===== src/rtl/bcd_seg7_display_pkg.sv =====
// Shared types and constants for the BCD seven-segment display slice.
// Segment patterns are active-high here; polarity is applied per digit.
package bcd_seg7_display_pkg;

  typedef logic [1:0] state_t;

  localparam state_t IDLE  = 2'd0;
  localparam state_t SHIFT = 2'd1;
  localparam state_t LATCH = 2'd2;

  localparam logic [6:0] SEG_BLANK = 7'h00;
  localparam logic [6:0] SEG_DASH  = 7'h40;

  // Entry n holds the pattern for decimal digit n (bit 0 = a ... bit 6 = g).
  localparam logic [9:0][6:0] SEG_TABLE = {
    7'h6F, 7'h7F, 7'h07, 7'h7D, 7'h6D,
    7'h66, 7'h4F, 7'h5B, 7'h06, 7'h3F
  };

endpackage


===== src/rtl/bcd_seg7_display_if.sv =====
// Load/busy/done handshake plus result bus between the requester and the converter.
interface bcd_seg7_display_if #(
  parameter int unsigned BIN_W  = 8,
  parameter int unsigned DIGITS = 3
);
  logic [BIN_W-1:0]    BIN_IN;
  logic                LOAD;
  logic                BUSY;
  logic                DONE;
  logic [4*DIGITS-1:0] BCD_OUT;
  logic                OVERFLOW;
  logic [7*DIGITS-1:0] HEX_OUT;

  modport master (
    output BIN_IN, LOAD,
    input  BUSY, DONE, BCD_OUT, OVERFLOW, HEX_OUT
  );

  modport slave (
    input  BIN_IN, LOAD,
    output BUSY, DONE, BCD_OUT, OVERFLOW, HEX_OUT
  );
endinterface


===== src/rtl/bcd_seg7_display_seg7_digit.sv =====
// Combinational BCD-to-seven-segment decoder with blank and dash overrides.
module seg7_digit
  import bcd_seg7_display_pkg::*;
#(
  parameter bit SEG_ACTIVE_LOW = 1'b1
) (
  input  logic [3:0] bcd,
  input  logic       blank,
  input  logic       dash,
  output logic [6:0] seg
);

  logic [6:0] lit;

  always_comb begin
    lit = SEG_BLANK;
    if (dash)
      lit = SEG_DASH;
    else if (!blank && bcd <= 4'd9)
      lit = SEG_TABLE[bcd];
    seg = SEG_ACTIVE_LOW ? ~lit : lit;
  end

endmodule


===== src/rtl/bcd_seg7_display.sv =====
// Sequential double-dabble binary-to-BCD converter driving DIGITS seven-segment
// displays with leading-zero blanking and overflow dashes.
module bcd_seg7_display
  import bcd_seg7_display_pkg::*;
#(
  parameter int unsigned BIN_W          = 8,
  parameter int unsigned DIGITS         = 3,
  parameter bit          SEG_ACTIVE_LOW = 1'b1,
  parameter bit          BLANK_LEADING  = 1'b1
) (
  input  logic CLOCK_50,
  input  logic RESET,
  bcd_seg7_display_if.slave bus
);

  localparam int unsigned SW    = 4 * DIGITS;
  localparam int unsigned CNT_W = $clog2(BIN_W + 1);

  state_t             state;
  logic [BIN_W-1:0]   bin_q;
  logic [SW-1:0]      scratch;
  logic [SW-1:0]      adj;
  logic [SW-1:0]      bcd_q;
  logic [CNT_W-1:0]   cnt;
  logic               sticky;
  logic               ovf_q;
  logic               busy_q;
  logic               done_q;
  logic [7*DIGITS-1:0] hex;

  always_comb begin
    adj = scratch;
    for (int unsigned i = 0; i < DIGITS; i++)
      if (adj[4*i +: 4] >= 4'd5)
        adj[4*i +: 4] = adj[4*i +: 4] + 4'd3;
  end

  always_ff @(posedge CLOCK_50 or posedge RESET) begin
    if (RESET) begin
      state   <= IDLE;
      bin_q   <= '0;
      scratch <= '0;
      cnt     <= '0;
      sticky  <= 1'b0;
      bcd_q   <= '0;
      ovf_q   <= 1'b0;
      busy_q  <= 1'b0;
      done_q  <= 1'b0;
    end else begin
      done_q <= 1'b0;
      case (state)
        IDLE: begin
          if (bus.LOAD) begin
            bin_q   <= bus.BIN_IN;
            scratch <= '0;
            sticky  <= 1'b0;
            cnt     <= CNT_W'(BIN_W);
            busy_q  <= 1'b1;
            state   <= SHIFT;
          end
        end
        SHIFT: begin
          // Lower digits never depend on the bit leaving the top digit, so
          // dropping it yields the value mod 10^DIGITS; it only flags overflow.
          scratch <= {adj[SW-2:0], bin_q[BIN_W-1]};
          bin_q   <= bin_q << 1;
          sticky  <= sticky | adj[SW-1];
          cnt     <= cnt - CNT_W'(1);
          if (cnt == CNT_W'(1))
            state <= LATCH;
        end
        LATCH: begin
          bcd_q  <= scratch;
          ovf_q  <= sticky;
          done_q <= 1'b1;
          busy_q <= 1'b0;
          state  <= IDLE;
        end
        default: state <= IDLE;
      endcase
    end
  end

  for (genvar k = 0; k < DIGITS; k++) begin : g_digit
    logic blank;
    if (k == 0) begin : g_units
      assign blank = 1'b0;
    end else begin : g_upper
      assign blank = BLANK_LEADING && (bcd_q[SW-1:4*k] == '0);
    end
    seg7_digit #(.SEG_ACTIVE_LOW(SEG_ACTIVE_LOW)) u_digit (
      .bcd   (bcd_q[4*k +: 4]),
      .blank (blank),
      .dash  (ovf_q),
      .seg   (hex[7*k +: 7])
    );
  end

  assign bus.BUSY     = busy_q;
  assign bus.DONE     = done_q;
  assign bus.BCD_OUT  = bcd_q;
  assign bus.OVERFLOW = ovf_q;
  assign bus.HEX_OUT  = hex;

endmodule


===== src/flat_wrapper.sv =====
// flat-port wrapper written by rule: the top's interface ports become plain ports
module bcd_seg7_display_flat import bcd_seg7_display_pkg::*;
#(
  parameter int unsigned BIN_W          = 8,
  parameter int unsigned DIGITS         = 3,
  parameter bit          SEG_ACTIVE_LOW = 1'b1,
  parameter bit          BLANK_LEADING  = 1'b1
)
  (CLOCK_50, RESET, bus_BIN_IN, bus_LOAD, bus_BUSY, bus_DONE, bus_BCD_OUT, bus_OVERFLOW, bus_HEX_OUT);
  bcd_seg7_display_if #(.BIN_W(BIN_W), .DIGITS(DIGITS)) bus_i ();
  input  logic CLOCK_50;
  input  logic RESET;
  input wire logic [$bits(bus_i.BIN_IN)-1:0] bus_BIN_IN;
  input wire logic [$bits(bus_i.LOAD)-1:0] bus_LOAD;
  output wire logic [$bits(bus_i.BUSY)-1:0] bus_BUSY;
  output wire logic [$bits(bus_i.DONE)-1:0] bus_DONE;
  output wire logic [$bits(bus_i.BCD_OUT)-1:0] bus_BCD_OUT;
  output wire logic [$bits(bus_i.OVERFLOW)-1:0] bus_OVERFLOW;
  output wire logic [$bits(bus_i.HEX_OUT)-1:0] bus_HEX_OUT;
  assign bus_i.BIN_IN = bus_BIN_IN;
  assign bus_i.LOAD = bus_LOAD;
  assign bus_BUSY = bus_i.BUSY;
  assign bus_DONE = bus_i.DONE;
  assign bus_BCD_OUT = bus_i.BCD_OUT;
  assign bus_OVERFLOW = bus_i.OVERFLOW;
  assign bus_HEX_OUT = bus_i.HEX_OUT;
  bcd_seg7_display #(.BIN_W(BIN_W), .DIGITS(DIGITS), .SEG_ACTIVE_LOW(SEG_ACTIVE_LOW), .BLANK_LEADING(BLANK_LEADING)) u_core (.CLOCK_50(CLOCK_50), .RESET(RESET), .bus(bus_i));
endmodule

===== config.mk =====
export PLATFORM = sky130hd
export DESIGN_NAME = bcd_seg7_display_flat
export DESIGN_NICKNAME = d
export VERILOG_FILES = /design/src/rtl/bcd_seg7_display_pkg.sv /design/src/rtl/bcd_seg7_display_if.sv /design/src/rtl/bcd_seg7_display_seg7_digit.sv /design/src/rtl/bcd_seg7_display.sv /design/src/flat_wrapper.sv
export SDC_FILE = /design/constraint.sdc
export NUM_CORES = 1
export LEC_CHECK = 0
export ABC_AREA = 1
export BUFFER_PORTS_ARGS = -buffer_cell sky130_fd_sc_hd__buf_2
export CORE_MARGIN = 1.5
export CORE_UTILIZATION = 36
export DETAILED_ROUTE_END_ITERATION = 10
export PLACE_DENSITY_LB_ADDON = 0.25
export SYNTH_ARGS = -nofsm -noshare
export SYNTH_HDL_FRONTEND = slang
export SYNTH_HIERARCHICAL = 1
export SYNTH_SLANG_ARGS = --single-unit

===== constraint.sdc =====
create_clock -name CLOCK_50 -period 1.2 [get_ports CLOCK_50]
set_input_delay 0.06 -clock CLOCK_50 [delete_from_list [all_inputs] [get_ports CLOCK_50]]
set_output_delay 0.06 -clock CLOCK_50 [all_outputs]
set_load 0.005 [all_outputs]

==> reports/summary.txt <==
buffers from clock root to sink, at most - 2
number of cells after detailed placement - 543
post-synth cell types - 25
number of routed nets with antenna violations - 0
Ports - 47
Worst R2R Path Depth - 7
clk slew on worst S/H paths - 0.08 ns
most frequent cells in the layout - nand2_1 (96), buf_2 (42), inv_1 (36)
outcome - finished with violations
cell breakdown of the critical path - buf_6, ha_1, or2_4, o211ai_1, nand2_1, buf_2
Placer Congestion - 0.839
Inserted Clock Buffers - 5
Setup crit start kind - register
drt initial violations - 123
starting utilization of the core area - 37.5%
Mean Syn Cell Area - 7.87 um2
number of nets in the layout - 500
required time of the critical path - 1.14 ns
hold path cells - 3
global-route usage over all layers - 14.9%
overall power consumption - 11.5 mW
Worst setup EP type - output pin
Worst Hold End - u_core/bin_q[0]$_DFFE_PP0P_
leakage power - 2.04 nW
violations in the final reports - negative setup slack
first-pass GRT wire length - 10500 um
final-layout setup total negative slack - -7.94 ns
data arrival time at the worst-slack endpoint - 1.56 ns
TritonCTS Sinks - 42
total number of vias - 2636
family with the most delay on the worst path - flip-flops
fin area - 0.00409 mm2
Synth warnings - 6
CTS H-tree lvls - 2
Worst Hold Slack - 0.00913 ns
total die area - 0.00863 mm2
minimum period implied by the final worst setup slack - 1.62 ns
area growth from synthesis to layout - 40.5%
final count of pins violating max slew - 0
standard cell core area - 0.00777 mm2
unrepaired setup endpoints after global routing - yes
reg-to-reg setup timing slack - 0.04 ns
count of max-cap constraint violations - 0
non-filler cells in the finished layout - 566
detailed-routing iteration count for the pre-antenna-repair pass - 5
total of flip-flops plus latches after synthesis - 42
slowest stage cell, crit path - dfrtp_2
Worst path depth - 6
buffer cell driving the clock tree root - clkbuf_8
ratio of cells with drive above 1 in the final layout - 46.6%
CP peak stage delay - 0.45 ns
clock tree from TritonCTS - done
area of the mapped netlist - 0.00291 mm2
Avg WL per Cell - 11.2 um
worst hold path class - in -> reg
most common library cell in the layout ignoring fill and taps - nand2_1
Avg Vias per Cell - 4.66
fin crit share - 135%
Hold Crit Start - bus_BIN_IN[0]
nets in the synthesized netlist - 407
startpoint of the worst-slack reg-to-reg timing path - u_core/scratch[9]$_DFFE_PP0P_
Pwr per Cell Area - 2820 mW/mm2
count of buffering cells on the critical path with inverters included - 2
number of hold-slack violations in the final timing report - 0
maximum achievable frequency - 619 MHz
peak supply drop - 0.965 mV
initial antenna violation count - 0
DP Area - 0.00348 mm2
# diodes - 0
number of global-route vias before repair - 2373
# setup viols final - 22
leftover overflow at the end of global routing - 0
total number of placement rows - 32
crit path setup slack, layout - -0.415 ns
placement-stage worst setup slack - -0.104 ns
DRC violation count after routing - 0
Setup CP Type - reg -> out
largest net degree at the start of global routing - 43
Port-buffer cells - 46
post-route clock skew - 0.00756 ns
HPWL reported at the end of detailed placement - 4320 um
sequential fraction of the synthesis area - 36.1%
detailed-route wire length - 6330 um
endpoint of the worst-slack reg-to-reg timing path - u_core/scratch[9]$_DFFE_PP0P_
largest driver fanout on the critical path - 5
chip width - 92.9 um
Skew-Pair Late Insertion Delay - 0.29 ns
overall die height - 92.9 um
final core utilization - 52.6%
cells after synthesis - 370
[power breakdown]
part	leakage [nW]	internal (mW)	total [mW]	switching, mW
sequential	0.512	2.06	2.73	0.674
combinational	1.46	3.60	7.43	3.83
clock	0.0714	0.887	1.37	0.487
total	2.04	6.55	11.5	4.99
[cell families (layout without fill, tap and decap cells)]
kind of cell	count (synthesis)	in the layout	share of synthesized area, %
and+or+nand+nor	183	183	28.0
other	1	1	0.129
DFF	42	42	36.1
xor gates and xnor gates	1	1	0.301
adders and majority gates	26	26	11.2
AOI/OAI and AO/OA	51	51	13.8
buffers and inverters	66	160	10.5
[cells in the mapped netlist]
master    count  share of area [%]
nand3_1      37                6.4
ha_1         26                 11
inv_1        52                6.7
o21bai_1      1               0.26
or2_2         3               0.64
nand2_1     107                 14
a22oi_1       3               0.77
buf_6         7                2.7
inv_4         2               0.43
nor2_1       11                1.4
o22ai_2       3                1.3
nand2_2      13                2.8
nor2_4        3                1.2
o21ai_4       1               0.56
nor3_1        2               0.34
nand4_1       6                1.3
conb_1        1               0.13
inv_2         5               0.64
dfrtp_1      42                 36
o21ai_0       7                1.2
o21ai_1       8                1.4
xnor2_1       1               0.30
nor2_2        1               0.22
o21ai_2      25                7.5
o211ai_1      3               0.77
[sequential cells by signal, indices dropped and copies added, names as in the netlist]
signal	flops
u_core/bus.DONE	1
u_core/scratch	12
u_core/bin_q	8
u_core/bus.BCD_OUT	12
u_core/bus.OVERFLOW	1
u_core/bus.BUSY	1
u_core/state	2
u_core/sticky	1
u_core/cnt	4
[final cells by class]
cell class / count / area, um2
Inverter: 59 / 233
Clock buffer: 6 / 82.6
Multi-Input combinational cell: 262 / 1820
Clock inverter: 2 / 60.1
Tap cell: 102 / 128
Fill cell: 759 / 3680
Sequential cell: 42 / 1060
Timing Repair Buffer: 93 / 707
[how the worst max path moves through the flow]
| stage | start | end | slack (ns) |
|---|---|---|---|
| floorplan | u_core/bus.BCD_OUT[1]$_DFFE_PP0P_ | bus_HEX_OUT[0] | 0.007 |
| global placement | u_core/bus.BCD_OUT[9]$_DFFE_PP0P_ | bus_HEX_OUT[14] | -0.09 |
| detailed placement | u_core/bus.BCD_OUT[8]$_DFFE_PP0P_ | bus_HEX_OUT[15] | -0.10 |
| CTS | u_core/bus.BCD_OUT[8]$_DFFE_PP0P_ | bus_HEX_OUT[11] | -0.41 |
| global route | u_core/bus.BCD_OUT[5]$_DFFE_PP0P_ | bus_HEX_OUT[12] | -0.53 |
| finish | u_core/bus.BCD_OUT[8]$_DFFE_PP0P_ | bus_HEX_OUT[14] | -0.42 |
[per-layer routing]
layer / part of all wire (%) / wire length (um) / vias up / track usage (%)
li1: - / - / 1361 / -
met5: 0 / 0 / - / 0
met3: 4.5 / 283 / 2 / 2.71
met2: 49 / 3130 / 57 / 26.5
met1: 46 / 2890 / 1216 / 18.6
met4: 0.38 / 24 / 0 / 3.41
[timing repair]
item,4_1_cts,5_1_grt
hold buffers,1,0
buffers inserted,8,8
hold endpoints to repair,42,0
endpoints found under the setup margin,26,37
pin swaps,9,21
resized for setup,29,61
[worst min-delay path: cells and delay by family]
kind	cells	cell delay [ns]
simple gates	1	0.08
compound gates	1	0.06
buf+inv	1	0.08
No activity file was read; power rests on OpenSTA's default activity.
